File: src/rtl/board_io_pkg.sv
// Shared types and constants for board input conditioning.
// State encoding keeps bit 1 equal to the accepted level.
package board_io_pkg;

    typedef enum logic [1:0] {
        IDLE_LO = 2'b00,
        WAIT_HI = 2'b01,
        IDLE_HI = 2'b11,
        WAIT_LO = 2'b10
    } state_t;

    localparam int DEFAULT_STABLE_CYCLES  = 1000000;
    localparam int FAST_SIM_STABLE_CYCLES = 16;

endpackage

File: src/rtl/debounce_chan.sv
// One debounce channel: 2-flop synchronizer, stability FSM and counter,
// registered level plus one-cycle rise/fall pulses.
module debounce_chan
    import board_io_pkg::*;
#(
    parameter int STABLE = 8,
    parameter int CNT_W  = 4
) (
    input  logic clk,
    input  logic rst,
    input  logic raw,
    output logic db,
    output logic rise,
    output logic fall
);

    localparam logic [CNT_W-1:0] LAST = CNT_W'(STABLE - 1);
    localparam logic [CNT_W-1:0] ONE  = CNT_W'(1);

    logic             s1;
    logic             s2;
    state_t           state;
    logic [CNT_W-1:0] cnt;

    // Bring the asynchronous pin into the clk domain.
    always_ff @(posedge clk) begin
        if (rst) begin
            s1 <= 1'b0;
            s2 <= 1'b0;
        end else begin
            s1 <= raw;
            s2 <= s1;
        end
    end

    // Accept a level only after STABLE consecutive matching samples.
    always_ff @(posedge clk) begin
        if (rst) begin
            state <= IDLE_LO;
            cnt   <= '0;
            db    <= 1'b0;
            rise  <= 1'b0;
            fall  <= 1'b0;
        end else begin
            rise <= 1'b0;
            fall <= 1'b0;
            unique case (state)
                IDLE_LO: begin
                    if (s2) begin
                        state <= WAIT_HI;
                        cnt   <= ONE;
                    end else begin
                        cnt <= '0;
                    end
                end
                WAIT_HI: begin
                    if (!s2) begin
                        state <= IDLE_LO;
                        cnt   <= '0;
                    end else if (cnt == LAST) begin
                        state <= IDLE_HI;
                        cnt   <= '0;
                        db    <= 1'b1;
                        rise  <= 1'b1;
                    end else begin
                        cnt <= cnt + ONE;
                    end
                end
                IDLE_HI: begin
                    if (!s2) begin
                        state <= WAIT_LO;
                        cnt   <= ONE;
                    end else begin
                        cnt <= '0;
                    end
                end
                WAIT_LO: begin
                    if (s2) begin
                        state <= IDLE_HI;
                        cnt   <= '0;
                    end else if (cnt == LAST) begin
                        state <= IDLE_LO;
                        cnt   <= '0;
                        db    <= 1'b0;
                        fall  <= 1'b1;
                    end else begin
                        cnt <= cnt + ONE;
                    end
                end
            endcase
        end
    end

endmodule

File: src/rtl/board_input_debounce.sv
// Debounces N_IN board switches/buttons on the 100 MHz board clock.
// Define DEBOUNCE_FAST_SIM_EN to force a 16-cycle stable window.
module board_input_debounce
    import board_io_pkg::*;
#(
    parameter int N_IN          = 4,
    parameter int STABLE_CYCLES = DEFAULT_STABLE_CYCLES
) (
    input  logic            clk,
    input  logic            rst,
    input  logic [N_IN-1:0] raw_in,
    output logic [N_IN-1:0] db_out,
    output logic [N_IN-1:0] rise_pls,
    output logic [N_IN-1:0] fall_pls
);

`ifdef DEBOUNCE_FAST_SIM_EN
    localparam int EFF_CYCLES = FAST_SIM_STABLE_CYCLES;
`else
    localparam int EFF_CYCLES = STABLE_CYCLES;
`endif

    localparam int CNT_W = $clog2(EFF_CYCLES + 1);

    // One fully independent channel per input pin.
    for (genvar i = 0; i < N_IN; i++) begin : g_chan
        debounce_chan #(
            .STABLE (EFF_CYCLES),
            .CNT_W  (CNT_W)
        ) u_chan (
            .clk  (clk),
            .rst  (rst),
            .raw  (raw_in[i]),
            .db   (db_out[i]),
            .rise (rise_pls[i]),
            .fall (fall_pls[i])
        );
    end

endmodule

File: config.mk
export PLATFORM = sky130hd
export DESIGN_NAME = board_input_debounce
export DESIGN_NICKNAME = d
export VERILOG_FILES = /design/src/rtl/board_io_pkg.sv /design/src/rtl/debounce_chan.sv /design/src/rtl/board_input_debounce.sv
export SDC_FILE = /design/constraint.sdc
export NUM_CORES = 1
export LEC_CHECK = 0
export BUFFER_PORTS_ARGS = -buffer_cell sky130_fd_sc_hd__buf_2
export CAP_MARGIN = 20
export CORE_AREA = 2 2 101 103
export CTS_CLUSTER_DIAMETER = 30
export DETAILED_ROUTE_END_ITERATION = 12
export DIE_AREA = 0 0 103 105
export GPL_ROUTABILITY_DRIVEN = 0
export PLACE_DENSITY_LB_ADDON = 0.12
export SLEW_MARGIN = 20
export SYNTH_ARGS = -nofsm -noshare
export SYNTH_HDL_FRONTEND = slang
export SYNTH_HIERARCHICAL = 1
export SYNTH_SLANG_ARGS = --single-unit
File: constraint.sdc
create_clock -name clk -period 2.8 [get_ports clk]
set_clock_uncertainty 0.15 [all_clocks]
set_input_delay 0.28 -clock clk [delete_from_list [all_inputs] [get_ports clk]]
set_output_delay 0.28 -clock clk [all_outputs]
set_load 0.01 [all_outputs]
==> flow_metrics.py, run 1 <==
metrics = {
    "min_path": {
        "min-delay-path-class": "flop to flop",
        "hold_path_end": "g_chan[0].u_chan/s2",
        "holdCritStartpoint": "g_chan[0].u_chan/s1",
        "whs_path_depth": 1,
    },
    "global_route": {
        "met3_capacity_usage_during_global_routing_pct": 4.41,
        "global_route.peak_usage_layer": "met2",
        "grt_util_met1_pct": 23.2,
        "number_of_antenna_violations_at_the_first_check_in_global_routing": 0,
        "first_global_vias": 3768,
        "grtUsageMet2_pct": 29.7,
        "grt_util_all_layers_pct": 17.9,
        "grt-ovfl-total": 0,
        "first_pass_grt_wire_length_um": 16100,
        "grt_start_max_net_pins": 40,
    },
    "logic_synthesis": {
        "synth_cells": 611,
        "synth_area_um2": 5210,
        "yosys_register_bits": 108,
        "ys.warnings.count": 6,
        "synth-seq-area-share_pct": 41.5,
        "syn_nets": 637,
        "post_synth.cell_area_avg_um2": 8.53,
        "synth_cell_types": 41,
    },
    "drt": {
        "post-route-drc-count": 0,
        "detail-route-antenna-nets": 0,
        "routedWlPerCell_um": 12.1,
        "drt_pre_antenna_iters": 5,
        "routed-via-count": 4106,
        "first_iter_violations": 164,
        "totalWireLength_um": 9230,
        "drt-vias-per-instance": 5.38,
    },
    "cells_and_area": {
        "mostFrequentLayoutCell": "dfxtp_1",
        "finish.net_count": 651,
        "post_route_cells_drive_above_1_share_pct": 8.10,
        "final_cell_mix": "dfxtp_1, nor2_1, xnor2_1",
        "fillCellCount": 913,
        "area_overhead_of_the_layout_relative_to_synthesis_pct": 6.77,
        "fin_util_pct": 57.7,
        "n_antenna_cell": 0,
    },
    "sta": {
        "slew_headroom_pct": 51.7,
        "worst_slew_pin_slew_ns": 0.725,
        "final_max_slew_viol_count": 0,
        "period_share_pct": 85.7,
        "period_minus_slack_ns": 2.40,
        "maxClockFrequency_mhz": 417,
        "finalHoldViolations": 0,
        "rsz0062_at_grt": "no",
        "total_negative_setup_slacks_ns": 0,
        "finalSetupViolations": 0,
    },
    "pwr": {
        "p_total_mw": 3.10,
        "power.ir.vdd_worst_uv": 400,
        "power.leakage_nw": 1.71,
        "power_per_cell_area_nw_per_um2": 558,
    },
    "die": {
        "initial_utilization_pct": 54.1,
        "core.rowCount": 36,
        "boundaryPins": 18,
        "fp.dieH_um": 105,
        "die-area_um2": 10800,
        "core_area_um2": 9640,
        "width_of_the_die_um": 103,
    },
    "critical_path": {
        "critical_path.max_fanout": 9,
        "reg2reg_slack_ns": 0.40,
        "rr_startpoint": "g_chan[1].u_chan/cnt[0]",
        "reg2reg_depth": 5,
        "rr_endpoint": "g_chan[1].u_chan/db",
        "endpoint_kind": "flop",
        "timing.critical_path.arrival_ns": 2.54,
        "critical_path.startpoint_type": "flop",
        "worst_ep_required_time_ns": 2.94,
        "critical_setup_path_kind": "flop to flop",
    },
    "clock_network": {
        "clock_sink_count": 108,
        "clock_latency_ns": 0.36,
        "h-tree-depth": 3,
        "postCtsResizedCells": 0,
        "cts_tree": "yes",
        "root_buffer": "clkbuf_8",
        "cts.clk_slew.worst_paths_ns": 0.10,
        "cts_hold_buffers": 4,
        "tritoncts_buffer_count": 9,
        "cts.path.max_buffers": 2,
        "post_cts_buffers": 0,
    },
    "placement": {
        "number_of_i_o_port_buffers": 17,
        "dp_hpwl_um": 6490,
    },
    "run_status": {
        "run_status": "completed",
    },
    "job": {
        "drv.max_cap_violation_count": 0,
    },
}
-- cells in the mapped netlist --
cell | count | area share (%)
dfxtp_1 | 108 | 41
nor2_1 | 83 | 6.0
xnor2_1 | 38 | 6.4
inv_1 | 33 | 2.4
nand2_1 | 32 | 2.3
a21oi_1 | 30 | 2.9
o21ai_0 | 30 | 2.9
nor3_1 | 29 | 2.8
nand3_1 | 25 | 2.4
or4_1 | 24 | 3.5
ha_1 | 20 | 4.8
o31ai_1 | 14 | 2.0
or3_1 | 14 | 1.7
nand4_1 | 13 | 1.6
xor2_1 | 13 | 2.2
nor2b_1 | 12 | 1.4
buf_2 | 8 | 0.77
clkbuf_1 | 8 | 0.58
nand2b_1 | 7 | 0.84
nand3b_1 | 7 | 1.0
a31oi_1 | 6 | 0.72
and3_1 | 6 | 0.72
buf_6 | 6 | 1.3
nand3_2 | 5 | 0.96
mux2i_1 | 4 | 0.77
nor4_1 | 4 | 0.48
nor4b_1 | 4 | 0.67
a211oi_1 | 3 | 0.43
a21o_1 | 3 | 0.43
nor3b_1 | 3 | 0.43
o21ai_2 | 3 | 0.50
o32a_1 | 3 | 0.58
o41a_1 | 3 | 0.65
or2_2 | 3 | 0.36
a221oi_1 | 1 | 0.17
a32o_1 | 1 | 0.19
and3_2 | 1 | 0.14
o21a_1 | 1 | 0.14
or2_4 | 1 | 0.17
or4_2 | 1 | 0.17
or4b_2 | 1 | 0.19
-- power by group --
group | switching [mW] | internal [mW] | total, mW | leakage (nW)
combinational | 0.336 | 0.258 | 0.594 | 0.754
sequential | 0.0719 | 1.60 | 1.68 | 0.874
clock | 0.513 | 0.322 | 0.835 | 0.0783
-- metrics by stage --
stage	hold slack (ns)	cell area, µm²	std cells	setup WS, ns
2_1_floorplan	0.258	5210	611	0.650
3_3_place_gp	0.267	5360	743	0.520
3_5_place_dp	0.278	5360	743	0.419
4_1_cts	0.302	5560	763	0.416
5_1_grt	0.315	5560	763	0.275
6_report	0.295	5560	763	0.400
-- worst max-delay path, cell delays in order (launching register included) --
cell and delay [ns]:
dfxtp_1 0.41, ha_1 0.23, nand3_2 0.14, or4_1 0.71, or4_1 0.52, a31oi_1 0.17
-- kinds of logic (layout without fill, tap and decap cells) --
kind of cell / Yosys count / in the layout / synth area share [%]
AOI/OAI and AO/OA: 98 / 98 / 11.6
xor gates and xnor gates: 51 / 51 / 8.57
adders and majority gates: 20 / 20 / 4.80
buffers and inverters: 55 / 74 / 5.02
DFF: 108 / 108 / 41.5
muxes: 4 / 4 / 0.768
and+or+nand+nor: 275 / 275 / 27.8
-- routing by layer --
metal	vias to the layer above	part of all wire (%)
li1	2160	-
met1	1898	50
met2	43	47
met3	5	2.8
met4	0	0.72
met5	-	0
-- layout make-up --
class	count	area, µm²	area share [%]
Multi-Input combinational cell	448	2790	50.1
Timing Repair Buffer	25	155	2.79
Sequential cell	108	2160	38.9
Inverter	33	124	2.23
Tap cell	133	166	2.99
Clock buffer	10	128	2.29
Clock inverter	6	41.3	0.742
-- how the worst max path moves through the flow --
stage | endpoint | from | cells past startpoint | slack [ns]
floorplan | g_chan[0].u_chan/db | g_chan[0].u_chan/cnt[0] | 6 | 0.65
global placement | g_chan[1].u_chan/db | g_chan[1].u_chan/cnt[0] | 5 | 0.52
detailed placement | g_chan[0].u_chan/cnt[5] | g_chan[0].u_chan/cnt[0] | 6 | 0.42
CTS | g_chan[0].u_chan/cnt[5] | g_chan[0].u_chan/cnt[0] | 6 | 0.42
global route | g_chan[0].u_chan/cnt[14] | g_chan[0].u_chan/cnt[0] | 6 | 0.28
finish | g_chan[1].u_chan/db | g_chan[1].u_chan/cnt[0] | 5 | 0.40
-- sequential cells by signal, indices dropped and copies added, names as in the netlist --
signal and cells:
g_chan.u_chan/cnt 80, g_chan.u_chan/state 8, g_chan.u_chan/db 4, g_chan.u_chan/fall 4, g_chan.u_chan/rise 4, g_chan.u_chan/s1 4
g_chan.u_chan/s2 4
No activity file was read; power rests on OpenSTA's default activity.
==> run 2: changes to the inputs <==
Settings changed: GPL_TIMING_DRIVEN from default to 0.
==> flow_metrics.py, run 2 (synthesized netlist as in run 1, its figures left out) <==
metrics = {
    "run_status": {
        "run_status": "completed",
    },
    "drt": {
        "routedWlPerCell_um": 12.1,
        "drt_pre_antenna_iters": 4,
        "detail-route-antenna-nets": 0,
        "drt-vias-per-instance": 5.46,
        "routed-via-count": 4256,
        "totalWireLength_um": 9440,
        "post-route-drc-count": 0,
        "first_iter_violations": 195,
    },
    "clock_network": {
        "cts.path.max_buffers": 2,
        "cts.clk_slew.worst_paths_ns": 0.09,
        "tritoncts_buffer_count": 9,
        "clock_latency_ns": 0.37,
        "root_buffer": "clkbuf_8",
        "post_cts_buffers": 0,
        "h-tree-depth": 3,
        "cts_tree": "yes",
        "clock_sink_count": 108,
    },
    "cells_and_area": {
        "final_cell_mix": "dfxtp_1, nor2_1, xnor2_1",
        "regMostFlops": "g_chan.u_chan/cnt",
        "fillCellCount": 899,
        "finish.net_count": 669,
        "seq_area_um2": 2160,
        "post_route_cells_drive_above_1_share_pct": 8.96,
        "largest_register_ffs": 80,
        "mostFrequentLayoutCell": "dfxtp_1",
        "n_antenna_cell": 0,
        "layout_top_registers": "g_chan.u_chan/cnt x80, g_chan.u_chan/state x8",
        "area_overhead_of_the_layout_relative_to_synthesis_pct": 9.20,
        "multi_input_comb_area_um2": 2790,
    },
    "sta": {
        "worst_slew_pin_slew_ns": 0.500,
        "rsz0062_at_grt": "no",
        "period_minus_slack_ns": 2.50,
        "finalHoldViolations": 0,
        "period_share_pct": 89.4,
        "holdWs_ns": 0.115,
        "finalSetupViolations": 0,
        "final_max_slew_viol_count": 0,
        "maxClockFrequency_mhz": 399,
        "total_negative_setup_slacks_ns": 0,
        "slew_headroom_pct": 66.4,
    },
    "die": {
        "core.rowCount": 36,
        "core_area_um2": 9640,
        "initial_utilization_pct": 54.1,
        "die-area_um2": 10800,
        "width_of_the_die_um": 103,
        "fp.dieH_um": 105,
        "boundaryPins": 18,
    },
    "pwr": {
        "power.leakage_nw": 1.76,
        "p_total_mw": 3.20,
        "power_per_cell_area_nw_per_um2": 562,
        "power.ir.vdd_worst_uv": 407,
    },
    "critical_path": {
        "timing.critical_path.arrival_ns": 2.61,
        "worst_ep_required_time_ns": 2.91,
        "endpoint_kind": "flop",
        "critical_path.startpoint_type": "flop",
        "reg2reg_depth": 7,
        "critical_path.max_fanout": 10,
        "critical_setup_path_kind": "flop to flop",
    },
    "min_path": {
        "min-delay-path-class": "input port to flop",
        "whs_path_depth": 2,
    },
    "placement": {
        "dp_hpwl_um": 6720,
        "number_of_i_o_port_buffers": 16,
    },
    "global_route": {
        "number_of_antenna_violations_at_the_first_check_in_global_routing": 0,
        "grt-ovfl-total": 0,
        "first_pass_grt_wire_length_um": 16800,
        "first_global_vias": 3950,
        "grt_start_max_net_pins": 17,
        "grt_util_all_layers_pct": 18.7,
    },
    "job": {
        "drv.max_cap_violation_count": 0,
    },
}
==> run 2: final timing paths <==
check                          startpoint                 endpoint  slack [ns]
setup reg to reg  g_chan[2].u_chan/cnt[0]  g_chan[2].u_chan/cnt[7]        0.30
hold reg to reg       g_chan[1].u_chan/s1      g_chan[1].u_chan/s2        0.30
hold / removal                        rst      g_chan[3].u_chan/s2        0.11
setup / recovery  g_chan[2].u_chan/cnt[0]  g_chan[2].u_chan/cnt[7]        0.30
==> run 2: per-layer routing <==
metal / vias to the layer above / GRT usage [%] / share of wire (%) / routed length [µm]
met3: 11 / 4.01 / 2.9 / 278
met4: 0 / 5.55 / 1.2 / 109
met2: 49 / 31.0 / 47 / 4470
met1: 1988 / 24.0 / 48 / 4580
li1: 2208 / - / - / -
met5: - / 0 / 0 / 0
==> run 2: critical path: stages (launching register included) <==
cell	delay, ns
dfxtp_1	0.39
ha_1	0.23
nand3_2	0.15
or4_1	0.54
buf_2	0.19
o21ai_2	0.37
buf_2	0.30
nor2_1	0.07
==> run 2: repair_timing <==
action | in CTS | in global routing
gates resized for setup | 0 | 0
hold buffers | 5 | 0
hold endpoints to repair | 19 | 0
==> run 2: metrics by stage <==
step	instance area (µm²)	setup slack, ns	cells	utilization [%]
floorplan	5210	0.650	611	-
global placement	5460	0.355	760	56.6
detailed placement	5460	0.310	760	56.6
CTS	5690	0.284	780	59.0
global route	5690	0.102	780	59.0
finish	5690	0.296	780	59.0
==> run 2: cell type report <==
| class | instances | area share [%] |
|---|---|---|
| plain buffers | 22 | 2.42 |
| clock buffers | 11 | 2.31 |
| clock inverters | 4 | 0.901 |
| inverters | 33 | 2.18 |
| multi-input cells | 448 | 49.0 |
| flip-flops and latches | 108 | 38.0 |
| well taps | 133 | 2.92 |
| repair buffers | 21 | 2.29 |
==> run 2: where the power goes <==
group	leakage (nW)	total [mW]	internal (mW)	switching [mW]
registers	0.874	1.67	1.60	0.0649
logic	0.801	0.610	0.262	0.348
clock network	0.0894	0.920	0.410	0.510
